[config.mk]
export PLATFORM = sky130hd
export DESIGN_NAME = hazard_ctrl
export DESIGN_NICKNAME = d
export VERILOG_FILES = /design/src/rtl/pipe_pkg.sv /design/src/rtl/hazard_match.sv /design/src/rtl/hazard_ctrl.sv
export SDC_FILE = /design/constraint.sdc
export NUM_CORES = 1
export LEC_CHECK = 0
export CORE_UTILIZATION = 40
export CTS_CLUSTER_SIZE = 12
export DETAILED_ROUTE_END_ITERATION = 12
export PLACE_DENSITY_LB_ADDON = 0.08
export SLEW_MARGIN = 20
export SYNTH_ARGS = -nofsm -noshare
export SYNTH_HDL_FRONTEND = slang
export SYNTH_SLANG_ARGS = --single-unit
[constraint.sdc]
create_clock -name clk -period 3.48 [get_ports clk]
set_clock_uncertainty 0.2 [all_clocks]
set_input_delay 0.522 -clock clk [delete_from_list [all_inputs] [get_ports clk]]
set_output_delay 0.522 -clock clk [all_outputs]
set_load 0.02 [all_outputs]
[src/rtl/pipe_pkg.sv]
// pipe_pkg: shared types for the pipeline hazard controller (forward selects, shadow slots, redirect FSM).
package pipe_pkg;

    typedef enum logic [1:0] {
        FWD_RF  = 2'b00,
        FWD_MEM = 2'b01,
        FWD_WB  = 2'b10,
        FWD_RET = 2'b11
    } fwd_sel_t;

    typedef struct packed {
        logic       valid;
        logic [4:0] rd;
        logic       wr;
        logic       load;
    } slot_t;

    typedef enum logic {
        RUN   = 1'b0,
        FLUSH = 1'b1
    } ctrl_state_t;

    localparam slot_t BUBBLE = '0;

    // x0 is hardwired zero, so a write to it can never feed a consumer.
    function automatic logic slot_hit(slot_t s, logic use_rs, logic [4:0] rs);
        return s.valid && s.wr && use_rs && (rs != 5'd0) && (s.rd == rs);
    endfunction

endpackage

[src/rtl/hazard_match.sv]
// hazard_match: compares one decode source against the ex/mem/wb shadow slots, youngest producer first.
module hazard_match
    import pipe_pkg::*;
(
    input  logic [4:0] rs_i,
    input  logic       use_i,
    input  slot_t      ex_i,
    input  slot_t      mem_i,
    input  slot_t      wb_i,
    output logic       hit_o,
    output logic       load_hit_o,
    output fwd_sel_t   fwd_o
);
    logic h_ex, h_mem, h_wb;
    logic unused_ld;

    assign h_ex       = slot_hit(ex_i, use_i, rs_i);
    assign h_mem      = slot_hit(mem_i, use_i, rs_i);
    assign h_wb       = slot_hit(wb_i, use_i, rs_i);
    assign hit_o      = h_ex | h_mem | h_wb;
    assign load_hit_o = h_ex & ex_i.load;
    assign fwd_o      = h_ex ? FWD_MEM : h_mem ? FWD_WB : h_wb ? FWD_RET : FWD_RF;
    assign unused_ld  = mem_i.load ^ wb_i.load;

endmodule

[src/rtl/hazard_ctrl.sv]
// hazard_ctrl: stall/flush/forwarding control for the five-stage core, with stall and flush event counters.
// Define FORWARD_EN to resolve non-load hazards through registered forward selects instead of stalling.
module hazard_ctrl
    import pipe_pkg::*;
#(
    parameter int FLUSH_CYCLES = 2,
    parameter int CNT_W        = 32
) (
    input  logic             clk,
    input  logic             rst,
    input  logic             id_valid,
    input  logic [4:0]       id_rs1,
    input  logic [4:0]       id_rs2,
    input  logic             id_use_rs1,
    input  logic             id_use_rs2,
    input  logic [4:0]       id_rd,
    input  logic             id_wr_en,
    input  logic             id_is_load,
    input  logic             ex_redirect,
    output logic             stall,
    output logic             flush,
    output logic [1:0]       fwd_a,
    output logic [1:0]       fwd_b,
    output logic [CNT_W-1:0] stall_count,
    output logic [CNT_W-1:0] flush_count
);
    localparam logic [2:0] RELOAD = 3'(FLUSH_CYCLES - 1);

    slot_t            ex_q, mem_q, wb_q, ex_d;
    ctrl_state_t      state_q, state_d;
    logic [2:0]       cnt_q, cnt_d;
    logic [CNT_W-1:0] stall_cnt_q, flush_cnt_q;
    logic             hit_a, hit_b, ld_a, ld_b, hazard, issue;
    fwd_sel_t         sel_a, sel_b;

    hazard_match u_match_a (
        .rs_i       (id_rs1),
        .use_i      (id_use_rs1),
        .ex_i       (ex_q),
        .mem_i      (mem_q),
        .wb_i       (wb_q),
        .hit_o      (hit_a),
        .load_hit_o (ld_a),
        .fwd_o      (sel_a)
    );

    hazard_match u_match_b (
        .rs_i       (id_rs2),
        .use_i      (id_use_rs2),
        .ex_i       (ex_q),
        .mem_i      (mem_q),
        .wb_i       (wb_q),
        .hit_o      (hit_b),
        .load_hit_o (ld_b),
        .fwd_o      (sel_b)
    );

    // Gating with rst keeps flush low for the whole reset window, even if a redirect is pending.
    assign flush       = rst && (ex_redirect || state_q == FLUSH);
    assign stall       = hazard && !flush;
    assign issue       = id_valid && !stall && !flush;
    assign ex_d        = issue ? slot_t'{1'b1, id_rd, id_wr_en, id_is_load} : BUBBLE;
    assign stall_count = stall_cnt_q;
    assign flush_count = flush_cnt_q;

    always_comb begin
        state_d = state_q;
        cnt_d   = cnt_q;
        if (ex_redirect && FLUSH_CYCLES > 1) begin
            state_d = FLUSH;
            cnt_d   = RELOAD;
        end else if (state_q == FLUSH) begin
            cnt_d   = cnt_q - 3'd1;
            state_d = (cnt_q == 3'd1) ? RUN : FLUSH;
        end
    end

    always_ff @(posedge clk or negedge rst) begin
        if (!rst) begin
            ex_q        <= BUBBLE;
            mem_q       <= BUBBLE;
            wb_q        <= BUBBLE;
            state_q     <= RUN;
            cnt_q       <= '0;
            stall_cnt_q <= '0;
            flush_cnt_q <= '0;
        end else begin
            ex_q        <= ex_d;
            mem_q       <= ex_q;
            wb_q        <= mem_q;
            state_q     <= state_d;
            cnt_q       <= cnt_d;
            stall_cnt_q <= stall_cnt_q + CNT_W'(stall);
            flush_cnt_q <= flush_cnt_q + CNT_W'(flush);
        end
    end

`ifdef FORWARD_EN
    fwd_sel_t fwd_a_q, fwd_b_q;
    logic     unused_hit;

    // Only a load sitting in execute cannot be bypassed; everything else forwards.
    assign hazard     = ld_a | ld_b;
    assign fwd_a      = fwd_a_q;
    assign fwd_b      = fwd_b_q;
    assign unused_hit = hit_a ^ hit_b;

    always_ff @(posedge clk or negedge rst) begin
        if (!rst) begin
            fwd_a_q <= FWD_RF;
            fwd_b_q <= FWD_RF;
        end else begin
            fwd_a_q <= issue ? sel_a : FWD_RF;
            fwd_b_q <= issue ? sel_b : FWD_RF;
        end
    end
`else
    logic unused_fwd;

    assign hazard     = hit_a | hit_b;
    assign fwd_a      = FWD_RF;
    assign fwd_b      = FWD_RF;
    assign unused_fwd = ^{sel_a, sel_b, ld_a, ld_b};
`endif

endmodule

---- After elaboration in Yosys (flattened, before gate mapping) ----
Index checks and enable logic that the tools add are counted.
storage, ports and cells
  bits in registers ....................... 89
  bits of input ports ..................... 23
  logic and storage cells ................. 65
operators by class
  add/subtract/negate cells ............... 3
  equality and inequality tests ........... 7
  mux-type cells .......................... 6
  bitwise gates (word level) .............. 5
  reductions and logical operators ........ 31
operators by type and width
  cell                 count
  $add 32x1->32        2
  $eq 5x5->1           6
  $logic_and 1x1->1    25
  $reduce_bool 5->1    2
  $mux 8               1
  $mux 3               2
  $or 1x1->1           5
  $eq 3x1->1 const B   1
  $mux 1               3
  $sub 3x1->3 const B  1
  $logic_not 1->1      2
  $reduce_bool 2->1    1
  $logic_or 1x1->1     1

---- Logic depth before layout (Yosys ltp) ----
Gate-level depths: netlist (run 1).
  word-level depth ........................ 12
  depth in mapped cells ................... 12

---- Hierarchy ----
Synthesis (run 1) repeated with hierarchy kept, for this count alone.
unflattened totals
  cells, all modules ...................... 365
  area total of the unflattened synthesis .. 4282.9 sq um
modules (own cells, without submodules)
  module        times used  cells each  area an instance (sq um)  sequential area each (sq um)
  hazard_ctrl   1           301         3797.4                    2302.2
  hazard_match  2           32          242.7                     0.0

---- Worst setup path after synthesis (run 1) ----
Ideal clock, no wire load.
  path type ............................... input to register
  start ................................... input port id_rs2[4]
  end ..................................... register stall_cnt_q[24], in the netlist stall_count[24]
  arrival ................................. 2.845 ns
  data required time ...................... 3.200 ns
  path slack .............................. 0.355 ns
  cell stages on the path ................. 12
  cells stage by stage .................... xor2_1 nor4_1 nand4_1 a31oi_2 o21a_1 ha_1 ha_1 and3_1 clkbuf_1 nand2_1 nor3_2 xor2_1
between the ends
  cells in the longest elaborated chain, start to end .. 8
  elaborated cells on any way between the ends .. 15
  those cells by class .................... add/sub (1); eq/ne (3); bitwise (3); reduce/logical (8)
RTL lines
  what                            RTL line            text
  from (decl)                     hazard_ctrl.sv:13   input logic [4:0] id_rs2,
  $reduce_bool 5->1               pipe_pkg.sv:27      return s.valid && s.wr && use_rs && (rs != 5'd0) && (s.rd == rs);
  $logic_and 1x1->1 (2 in a row)  pipe_pkg.sv:27
  $or 1x1->1                      hazard_match.sv:20  assign hit_o = h_ex | h_mem | h_wb;
  $or 1x1->1 *                    hazard_match.sv:20
  $or 1x1->1 *                    hazard_ctrl.sv:120  assign hazard = hit_a | hit_b;
  $logic_and 1x1->1 *             hazard_ctrl.sv:60   assign stall = hazard && !flush;
  named net stall                 hazard_ctrl.sv:20   output logic stall,
  $add 32x1->32 *                 hazard_ctrl.sv:93   stall_cnt_q <= stall_cnt_q + CNT_W'(stall);
  to (signal assigned)            hazard_ctrl.sv:93
  to (decl)                       hazard_ctrl.sv:32   logic [CNT_W-1:0] stall_cnt_q, flush_cnt_q;
Mark *: on every way through the listed nets, which the timed path passes. The rest lies on a longest branch.
A chain may end at the register's enable or synchronous reset.

---- Worst setup path in the final report (run 1) ----
  start ................................... input port id_rs1[3]
  end ..................................... output port stall
between the ends
  cells in the longest elaborated chain, start to end .. 7
  elaborated cells on any way between the ends .. 14
  those cells by class .................... eq/ne (3); bitwise (3); reduce/logical (8)
RTL lines
  what                            RTL line            text
  from (decl)                     hazard_ctrl.sv:12   input logic [4:0] id_rs1,
  $reduce_bool 5->1               pipe_pkg.sv:27
  $logic_and 1x1->1 (2 in a row)  pipe_pkg.sv:27
  $or 1x1->1                      hazard_match.sv:20
  $or 1x1->1 *                    hazard_match.sv:20
  $or 1x1->1 *                    hazard_ctrl.sv:120
  $logic_and 1x1->1 *             hazard_ctrl.sv:60
  to (decl)                       hazard_ctrl.sv:20
Mark *: on every way between the ends. The rest lies on a longest branch, timed or not.

==> results.ini, run 1 <==
[status]
status = completed

[die]
start_util_pct = 41.3
num_rows = 36
ios = 93
dieWidth_um = 102
core_mm2 = 0.00977
die_area_mm2 = 0.0105
dieHeight_um = 102

[timing]
whs_ns = 0.204
final_max_slew_viol_count = 0
finalWorstSetupSlack_ns = 0.191
rsz0062_at_grt = no
slew_headroom_pct = 46.7
hold_viol_final = 0
tightest_slew_ns = 0.800
fin_crit_ns = 3.29
fmax_ghz = 0.304
finalSetupTns_ns = 0
setup_viol = 0
fin_crit_sh_pct = 94.5

[setup_path]
cp_data_arrival_time_ns = 2.57
critPathLaunchType = primary input
worstSetupPathType = primary input to output port
cp-end-kind = output port
worst-path-max-fanout = 4
cp.required_ns = 2.76

[place]
gp_congestion = 0.788
place_ws_ns = -0.132
port-buffer-count = 87
hpwlAfterDp_mm = 6.07
dpl-instance-area_mm2 = 0.00513
dp.cells = 577

[synthesis]
synth_xor_area_share_pct = 20.0
synth.top_cell.area_share_pct = 55.2
synth_compound_area_share_pct = 1.55
netlist_instances = 350
yosysWarnings = 0
synth_top_family_by_area = XOR/XNOR gates
seq_area_frac_synth_pct = 55.2
synth_adder_area_share_pct = 1.86
yosysTopAreaCell = dfrtp_1
syn-cell-area_mm2 = 0.00404
synthSimpleGateAreaFrac_pct = 18.7
synth-seq-cells = 89
synthMuxAreaShare_pct = 0
ys_top_cells_by_area = dfrtp_1 (55%), xnor2_1 (10%), xor2_1 (10%), nand3_1 (3.1%), nand4_1 (2.9%)
synth_edf_count = 0
yosysUniqueCellTypes = 31
async_flop_share_pct = 100
syn_area_per_cell_um2 = 11.5
ys.flop_type = dfrtp_1

[cells_and_area]
fillers = 896
drive_gt1_share_pct = 8.70
fin_area_mm2 = 0.00532
finalNetCount = 485
multi_input_area_mm2 = 0.00171
area_delta_synth_final_pct = 31.8
num_antenna_cells = 0
stdcell_count = 593
regArea_mm2 = 0.00223

[worst_hold_path]
worstHoldPathType = register to register

[detailed_routing]
drt-initial-drc-count = 68
wl_mm = 8.21
remaining_drc_errors = 0
wl_per_cell_um = 13.8
vias = 2802
antenna_left = 0
vias_per_cell = 4.73
drt-pass1-iter-count = 4

[clock_network]
clk_latency_ns = 0.35
cts.sinks = 89
cts_buffers = 9
cts_buffer_depth = 2
cts-root-buf = clkbuf_8
htreeDepth = 3
cts_tree = built
clk_pin_slew_ns = 0.08

[global_route]
grt_overflow_total = 0
grt_max_degree = 66
grt_pass1_vias = 2776
grt_use_total_pct = 16.6
grt_first_pass_wirelength_mm = 13.4
antenna_found_initial = 0

[power_and_ir_drop]
power_density_mw_per_mm2 = 418
leakage_nw = 2.41
peakVddDrop_mv = 0.186

[flow_run]
maxCapViolCount = 0

## cell type report
| class | instances | share of cell area, % |
|---|---|---|
| Clock buffer | 10 | 2.40 |
| Clock inverter | 5 | 1.08 |
| Timing Repair Buffer | 102 | 18.5 |
| Inverter | 12 | 0.847 |
| Multi-Input combinational cell | 242 | 32.2 |
| Sequential cell | 89 | 41.9 |
| Tap cell | 133 | 3.13 |
## flip-flops by register name, indices dropped and copies added (netlist names)
name         flops
flush_count     32
ex_q             7
wb_q             7
cnt_q            3
stall_count     32
mem_q            7
state_q          1
## through the flow
step | util [%] | power [mW]
floorplan | - | 1.39
global route | 54.4 | 2.34
finish | 54.4 | 2.22
global placement | 52.4 | 1.57
detailed placement | 52.4 | 1.57
CTS | 54.4 | 2.26
## logic make-up (layout without fill, tap and decap cells)
kind of cell    Yosys count  in the layout
compound gates            8              8
xor+xnor                 92             92
fa+ha+maj                 6              6
buf+inv                  22            129
flops                    89             89
other cells               1              4
simple gates            132            132
## report_power, final
part | switching [mW] | total, mW | leakage [nW] | internal, mW
combinational | 0.172 | 0.350 | 1.15 | 0.178
sequential | 0.0813 | 1.20 | 1.17 | 1.11
clock | 0.352 | 0.679 | 0.0844 | 0.327
## cells in the final DEF, fill, tap and decap left out, types with 6 or more instances in the layout
| cell type | n |
|---|---|
| nand4_1 | 19 |
| clkdlybuf4s50_1 | 85 |
| dfrtp_1 | 89 |
| nor4b_1 | 6 |
| nand3_1 | 25 |
| nor4_1 | 6 |
| and3_1 | 7 |
| nor2_1 | 26 |
| nand2_1 | 20 |
| buf_4 | 15 |
| inv_1 | 12 |
| ha_1 | 6 |
| xnor2_1 | 46 |
| clkbuf_8 | 9 |
| xor2_1 | 46 |
## cells in the mapped netlist (3+ instances only)
| cell | n |
|---|---|
| dfrtp_1 | 89 |
| xnor2_1 | 46 |
| xor2_1 | 46 |
| nor2_1 | 26 |
| nand3_1 | 25 |
| nand2_1 | 20 |
| nand4_1 | 19 |
| inv_1 | 12 |
| and3_1 | 7 |
| ha_1 | 6 |
| nor4_1 | 6 |
| nor4b_1 | 6 |
| and4_1 | 5 |
| buf_4 | 5 |
| nor3_2 | 4 |
| buf_2 | 3 |
| nand2b_1 | 3 |
| nor3_1 | 3 |
## final timing paths
| check | start | to | slack [ns] | depth (start not counted) |
|---|---|---|---|---|
| worst max register to register | wb_q[5]$_DFF_PN0_ | stall_count[30]$_DFF_PN0_ | 0.56 | 12 |
| min in group asynchronous | rst | flush_count[19]$_DFF_PN0_ | 0.54 | 3 |
| worst min-delay path | mem_q[7]$_DFF_PN0_ | wb_q[7]$_DFF_PN0_ | 0.20 | 0 |
| worst max-delay path | id_rs1[3] | stall | 0.19 | 7 |
| worst min register to register | mem_q[7]$_DFF_PN0_ | wb_q[7]$_DFF_PN0_ | 0.20 | 0 |
| max in group asynchronous | rst | stall_count[6]$_DFF_PN0_ | 1.43 | 4 |
## critical path: stages
cell and delay (ns):
clkdlybuf4s50_1 0.52, xor2_1 0.21, nor4_1 0.37, nand4_1 0.16, a31oi_2 0.25, o21a_1 0.17
dlygate4sd2_1 0.36
## timing repair
item,in CTS,in global routing
buffers inserted,0,0
hold buffers,1,0
resized for setup,1,0
hold endpoints to repair,24,0
setup endpoints to repair,1,0
## per-layer routing
metal	global-route usage, %	wire, µm	up-vias
met3	3.90	377	8
met1	23.0	3950	1346
met5	0	0	-
met2	25.8	3790	56
li1	-	-	1392
met4	5.27	90	0
Power figures use the tool's default switching activity.
==> run 2, diff against run 1 <==
--- a/config.mk
+++ b/config.mk
@@ -5,10 +5,10 @@
 export SDC_FILE = /design/constraint.sdc
 export NUM_CORES = 1
 export LEC_CHECK = 0
+export ABC_AREA = 1
 export CORE_UTILIZATION = 40
 export CTS_CLUSTER_SIZE = 12
 export DETAILED_ROUTE_END_ITERATION = 12
-export PLACE_DENSITY_LB_ADDON = 0.08
 export SLEW_MARGIN = 20
 export SYNTH_ARGS = -nofsm -noshare
 export SYNTH_HDL_FRONTEND = slang
==> results.ini, run 2 <==
[status]
status = completed

[timing]
fin_crit_ns = 3.19
fin_crit_sh_pct = 91.7
hold_viol_final = 0
rsz0062_at_grt = no
tightest_slew_ns = 0.631
finalWorstSetupSlack_ns = 0.290
fmax_ghz = 0.313
finalSetupTns_ns = 0
whs_ns = 0.0178
setup_viol = 0
final_max_slew_viol_count = 0
slew_headroom_pct = 57.9

[cells_and_area]
utilization_pct = 54.0
num_antenna_cells = 0
layout_commonest_cell = nand2_1
area_delta_synth_final_pct = 31.1
fin_area_mm2 = 0.00585
drive_gt1_share_pct = 7.63
finalNetCount = 666
final_cell_mix = nand2_1 (133), dfrtp_1 (89), clkdlybuf4s50_1 (85)
stdcell_count = 782
fillers = 1030

[synthesis]
synthSimpleGateAreaFrac_pct = 28.1
synth_xor_area_share_pct = 12.9
yosysWarnings = 0
synth-seq-cells = 89
ys_top_cells_by_area = dfrtp_1 (50%), nand2_1 (11%), xor2_1 (8.6%), nor2_1 (5.2%), inv_1 (5.0%)
synth_compound_area_share_pct = 1.65
ys.flop_type = dfrtp_1
syn-cell-area_mm2 = 0.00447
netlist_instances = 521
seq_area_frac_synth_pct = 49.9
synth.top_cell.area_share_pct = 49.9
synth_top_family_by_area = simple AND/OR/NAND/NOR gates
yosysMostFrequentCell = nand2_1
synth_common_cells = nand2_1 (133), dfrtp_1 (89), nor2_1 (62)
async_flop_share_pct = 100
yosysTopAreaCell = dfrtp_1
synth_edf_count = 0
yosysUniqueCellTypes = 25
synth_adder_area_share_pct = 1.68
synthMuxAreaShare_pct = 0
syn_area_per_cell_um2 = 8.57

[setup_path]
cp.required_ns = 3.53
cp_data_arrival_time_ns = 3.24
crit_start = id_rs1[4]
worst-path-max-fanout = 5
critPathLaunchType = primary input
worstSetupPathType = primary input to register
r2r_slack_ns = 0.66
cp-end-kind = register
worstReg2RegStart = mem_q[6]$_DFF_PN0_

[power_and_ir_drop]
leakage_nw = 2.84
finalPower_mw = 2.41
peakVddDrop_mv = 0.323
power_density_mw_per_mm2 = 411

[global_route]
grt_use_total_pct = 19.2
antenna_found_initial = 0
grt_first_pass_wirelength_mm = 17.2
grt_pass1_vias = 3699
grt_max_degree = 52
grt_overflow_total = 0

[clock_network]
cts_buffer_depth = 2
cts-root-buf = clkbuf_8
cts.sinks = 89
cts_tree = built
cts_resized = 0
cts_buffers = 9
htreeDepth = 3
clk_pin_slew_ns = 0.09
cts_hold_buf = 0
post_cts_buffers = 0
clk_latency_ns = 0.35

[die]
num_rows = 38
dieWidth_um = 108
die_area_mm2 = 0.0116
start_util_pct = 41.2
core_mm2 = 0.0108
ios = 93
dieHeight_um = 108

[place]
hpwlAfterDp_mm = 8.00
dp.cells = 766
place_ws_ns = -0.0976
port-buffer-count = 87
dpl-instance-area_mm2 = 0.00563
gp_congestion = 0.866

[flow_run]
maxCapViolCount = 0

[detailed_routing]
drt-pass1-iter-count = 4
remaining_drc_errors = 0
antenna_left = 0
vias = 3741
wl_per_cell_um = 13.1
wl_mm = 10.2
vias_per_cell = 4.78
drt-initial-drc-count = 137

[worst_hold_path]
worstHoldPathType = primary input to asynchronous set/reset pin

==> run 2: layout make-up <==
type,count,area [µm²],area share [%]
Tap cell,140,175,2.99
Clock inverter,7,93.8,1.60
Inverter,59,221,3.78
Multi-Input combinational cell,372,2000,34.1
Clock buffer,9,124,2.12
Sequential cell,89,2230,38.1
Timing Repair Buffer,106,1010,17.3
==> run 2: logic make-up (layout without fill, tap and decap cells) <==
kind of cell	count (synthesis)	count (layout)
AND/OR/NAND/NOR	282	282
flip-flops	89	89
XOR/XNOR	66	66
buffers and inverters	63	181
AO/OA/AOI/OAI	14	14
adder cells (fa/ha/maj)	6	6
other	1	4
==> run 2: metal layers <==
metal | routed length (µm) | track usage, %
met1 | 4840 | 25.8
met2 | 4880 | 31.5
met3 | 366 | 2.72
met4 | 126 | 7.05
met5 | 0 | 0
==> run 2: critical path, cell delays in order <==
cell and delay, ns:
clkdlybuf4s50_1 0.57, inv_1 0.10, nand2_1 0.07, nand2_1 0.04, nor2_1 0.14, nand3_1 0.08
nand3_1 0.09, nand2_1 0.09, a21oi_1 0.22, ha_1 0.23, ha_1 0.18, inv_1 0.08
nor3_4 0.29, nand2_2 0.08, nor2_1 0.16, nand4_1 0.14, xnor2_1 0.15
==> run 2: report_power, final <==
group,switching [mW],internal [mW],total [mW]
combinational,0.232,0.183,0.415
clock,0.380,0.404,0.784
sequential,0.0869,1.12,1.21
==> run 2: final timing paths <==
check	endpoint	depth (start not counted)
setup / recovery	stall_count[28]$_DFF_PN0_	17
hold / removal	flush_count[17]$_DFF_PN0_	2
setup reg to reg	stall_count[28]$_DFF_PN0_	16
hold reg to reg	wb_q[1]$_DFF_PN0_	0
max in group asynchronous	stall_count[5]$_DFF_PN0_	3
min in group clk	wb_q[1]$_DFF_PN0_	0
==> run 3, diff against run 2 <==
--- a/config.mk
+++ b/config.mk
@@ -7,8 +7,8 @@
 export LEC_CHECK = 0
 export ABC_AREA = 1
 export CORE_UTILIZATION = 40
-export CTS_CLUSTER_SIZE = 12
 export DETAILED_ROUTE_END_ITERATION = 12
+export PLACE_DENSITY = 0.67
 export SLEW_MARGIN = 20
 export SYNTH_ARGS = -nofsm -noshare
 export SYNTH_HDL_FRONTEND = slang
==> results.ini, run 3 (synthesized netlist as in run 2, its figures left out) <==
[clock_network]
cts_buffers = 9
cts-root-buf = clkbuf_8
clk_pin_slew_ns = 0.09
htreeDepth = 3
cts_buffer_depth = 2
cts_tree = built
cts.sinks = 89
clk_latency_ns = 0.36
post_cts_buffers = 0

[global_route]
grt_overflow_total = 0
grt_pass1_vias = 3747
grt_first_pass_wirelength_mm = 17.7
antenna_found_initial = 0
grt_max_degree = 61
grt_use_total_pct = 19.7

[die]
core_mm2 = 0.0108
dieHeight_um = 108
num_rows = 38
dieWidth_um = 108
ios = 93
die_area_mm2 = 0.0116
start_util_pct = 41.2

[setup_path]
r2r_end = stall_count[26]$_DFF_PN0_
worstSetupPathType = primary input to register
r2r_cells = 16
r2r_slack_ns = 0.54
cp-end-kind = register
crit_slowest_cell = clkdlybuf4s50_1
cp_data_arrival_time_ns = 3.35
cp.required_ns = 3.53
cp_cell_sequence = clkdlybuf4s50_1, inv_1, nand2_1, nand2_1, nor2_1, nand3_1, nand3_1, nand2_1, a21oi_1, ha_1, ha_1, inv_1, nor3_4, nand3_4, nor2_4, nand3_1, xnor2_1
critPathLaunchType = primary input
worst-path-max-fanout = 5
worstReg2RegStart = wb_q[6]$_DFF_PN0_
slowest_delay_ns = 0.55

[detailed_routing]
wl_mm = 10.5
remaining_drc_errors = 0
vias_per_cell = 4.86
antenna_left = 0
wl_per_cell_um = 13.4
drt-pass1-iter-count = 4
drt-initial-drc-count = 111
vias = 3790

[worst_hold_path]
worstHoldPathType = register to register
whs_path_depth = 0
min_from = mem_q[1]$_DFF_PN0_
hold-path-endpoint = wb_q[1]$_DFF_PN0_

[place]
place_ws_ns = -0.159
gp_congestion = 0.899
hpwlAfterDp_mm = 7.99
port-buffer-count = 87

[status]
status = completed

[timing]
rsz0062_at_grt = no
setup_viol = 0
fin_crit_sh_pct = 94.8
hold_viol_final = 0
fmax_ghz = 0.303
final_max_slew_viol_count = 0
finalWorstSetupSlack_ns = 0.179
slew_headroom_pct = 51.2
fin_crit_ns = 3.30
whs_ns = 0.212
tightest_slew_ns = 0.732

[cells_and_area]
num_antenna_cells = 0
layout_commonest_cell = nand2_1
finalNetCount = 664
final_cell_mix = nand2_1 (133), dfrtp_1 (89), clkdlybuf4s50_1 (84)
drive_gt1_share_pct = 7.03
fillers = 1026
area_delta_synth_final_pct = 30.9
utilization_pct = 53.9

[flow_run]
maxCapViolCount = 0

[power_and_ir_drop]
finalPower_mw = 2.41
leakage_nw = 2.83
power_density_mw_per_mm2 = 412
peakVddDrop_mv = 0.373

## run 3: cell types whose count changed in the layout (fill, tap and decap cells not counted), sizes merged
cell,previous run,this run
buf,20,17
clkbuf,9,10
clkdlybuf4s50,85,84
clkinv,2,0
clkinvlp,2,3
dlygate4sd3,0,1
dlymetal6s2s,1,2
## run 3: power breakdown
group          switching [mW]  internal [mW]  total, mW  leakage [nW]
combinational           0.238          0.180      0.417          1.54
clock                   0.377          0.407      0.784        0.0991
sequential             0.0878           1.12       1.21          1.20
total                   0.702           1.71       2.41          2.83
## run 3: worst max-delay path by stage
stage | start | end | slack (ns) | cells past startpoint
after floorplan | id_rs1[1] | stall_count[24]$_DFF_PN0_ | 0.49 | 15
after global placement | id_rs1[2] | stall_count[24]$_DFF_PN0_ | -0.06 | 17
after detailed placement | id_rs1[2] | stall_count[26]$_DFF_PN0_ | -0.16 | 17
after CTS | id_rs1[2] | stall | 0.08 | 11
after global routing | id_rs1[4] | stall_count[30]$_DFF_PN0_ | 0.02 | 16
final | id_rs1[4] | stall_count[26]$_DFF_PN0_ | 0.18 | 17
## run 3: what timing repair did
item,in CTS,in global routing
hold endpoints to repair,29,0
resized for setup,0,2
hold buffers,1,0
endpoints found under the setup margin,0,5
## run 3: worst max-delay path, delay by kind of cell
family	cells	cell delay (ns)
buffers and inverters	3	0.73
and+or+nand+nor	10	1.28
adders and majority gates	2	0.45
xor gates and xnor gates	1	0.14
AOI/OAI and AO/OA	1	0.21
## run 3: area by class of cell
cell class	instances	area [µm²]	share of cell area, %
multi-input cells	372	2000	34.2
inverters	59	221	3.79
clock buffers	10	128	2.18
well taps	140	175	3.00
clock inverters	6	91.3	1.56
repair buffers	104	1000	17.2
flip-flops and latches	89	2230	38.1
## run 3: metrics by stage
step	std cells	setup TNS, ns	instance area (µm²)
after detailed placement	763	-1.08	5610
after floorplan	524	0	4480
final	780	0	5840
after CTS	780	0	5840
after global routing	780	0	5840
after global placement	763	-0.176	5610
## run 3: per-layer routing
| metal | vias up | GRT usage, % | part of all wire, % |
|---|---|---|---|
| met1 | 1812 | 25.4 | 45 |
| met4 | 0 | 7.14 | 2.0 |
| li1 | 1862 | - | - |
| met2 | 94 | 32.9 | 49 |
| met3 | 22 | 3.81 | 3.9 |
| met5 | - | 0 | 0 |
==> patch, RTL diff (settings of run 3) <==
Build with the macro `FORWARD_EN` defined.
--- a/src/rtl/hazard_ctrl.sv
+++ b/src/rtl/hazard_ctrl.sv
@@ -2,2 +2,4 @@
 // Define FORWARD_EN to resolve non-load hazards through registered forward selects instead of stalling.
+`define FORWARD_EN
+
 module hazard_ctrl
Behaviour: not the same (Yosys sat finds a counterexample within 4 cycles, from zero or initial values and one cycle with rst low).
==> patch against run 3 <==
Setup slack better by 0.11 ns. Wire length rose by 13%. Via count is 6.5% higher. First-iteration DRC count grew 110%. Worst hold slack got worse by 0.097 ns. Sequential cell count grew 5. Total power increased by 13%. Design area rose by 9.1%. Utilization is 0.84 points lower. Area after synthesis increased by 10%.
==> patch: results (changes against run 3) <==
{| class="wikitable"
! Metric !! Value
|-
| Status || complete, no violations
|-
| Global-route wire length before repair || 19,700 um (+11%)
|-
| Hold Worst Slack || 0.115 ns (-0.0969 ns)
|-
| Met2 track demand over resource || 33.1% (+0.21 points)
|-
| Static leakage || 0.00290 uW (+2.6%)
|-
| Most area-consuming cells after synthesis || sky130_fd_sc_hd__dfrtp_1 48%, sky130_fd_sc_hd__nand2_1 12%, sky130_fd_sc_hd__xnor2_1 6.6%
|-
| Largest net degree at the start of global routing || 52 (-15%)
|-
| Overall routed net length || 11,800 um (+13%)
|-
| Largest stage delay on the critical path || 0.63 ns (+0.08 ns)
|-
| Routing usage on met3 || 3.91% (+0.096 points)
|-
| Average footprint of a synthesized cell || 8.58 um2 (+0.15%)
|-
| Cell area reported after detailed placement || 0.00603 mm2 (+7.5%)
|-
| Setup slack after placement || 0.143 ns (+0.302 ns)
|-
| Fraction of the yosys area taken by sequential cells || 47.7% (-2.1 points)
|-
| Met3 wire len || 563 um (+40%)
|-
| Met1 layer usage reported by global route || 26.0% (+0.62 points)
|-
| Number of DRC markers after the initial detailed-route iteration || 230 (+110%)
|-
| Worst slew margin relative to its limit || 56.5% (+5.3 points)
|-
| Slack of the worst reg-to-reg path || 0.81 ns (+0.27 ns)
|-
| Filler-free cell count of the finished design || 831 (+6.5%)
|-
| Worst path top cell family by delay || buffers and inverters
|-
| Classification of the worst-slack hold path || in2async
|-
| Worst reg2reg path startpoint || ex_q[5]
|-
| Clock transition at the registers of the reported paths || 0.06 ns (-0.03 ns)
|-
| Area share of the largest cell type after synthesis || 47.7% (-2.1 points)
|-
| Total routing usage reported by global routing || 19.9% (+0.21 points)
|-
| Clock Tree Root || sky130_fd_sc_hd__clkbuf_16
|-
| Reg-to-reg endpoint || stall_count[22]
|-
| Maximum ir drop on the vdd rail || 0.220 mV (-41%)
|-
| Detailed Routing Iterations Pass 1 || 6 (+2)
|-
| Met1 Wirelength || 5270 um (+12%)
|-
| R2R depth || 15 (-1)
|}
## patch: how the worst max path moves through the flow
stage	endpoint	start	cells after the start	slack (ns)
finish	stall	id_rs1[1]	10	0.29
CTS	stall	id_rs1[3]	10	0.29
floorplan	stall_count[22]	id_rs1[3]	17	0.77
global placement	stall_count[22]	id_rs1[3]	17	0.22
detailed placement	stall_count[22]	id_rs1[3]	17	0.14
global route	stall	id_rs1[3]	10	0.12
## patch: kinds of logic after synthesis
logic type	count (synthesis)	synth area share, %
compound gates	14	1.50
xor+xnor	70	12.4
fa+ha+maj	6	1.52
buf+inv	68	5.51
flops	94	47.7
simple gates	322	31.3
## patch: cell type report
type                    count  area [um2]
flip-flops and latches     94        2350
repair buffers             95         941
well taps                 147         184
clock buffers              12         267
multi-input cells         412        2300
inverters                  67         251
clock inverters             4        76.3
fillers                  1125        5640
## patch: report_power, final
group,switching [uW],leakage (uW),internal [uW]
Combinational,207,0.00149,165
Sequential,78.8,0.00125,1170
Clock,419,0.000165,691
Total,704,0.00290,2020
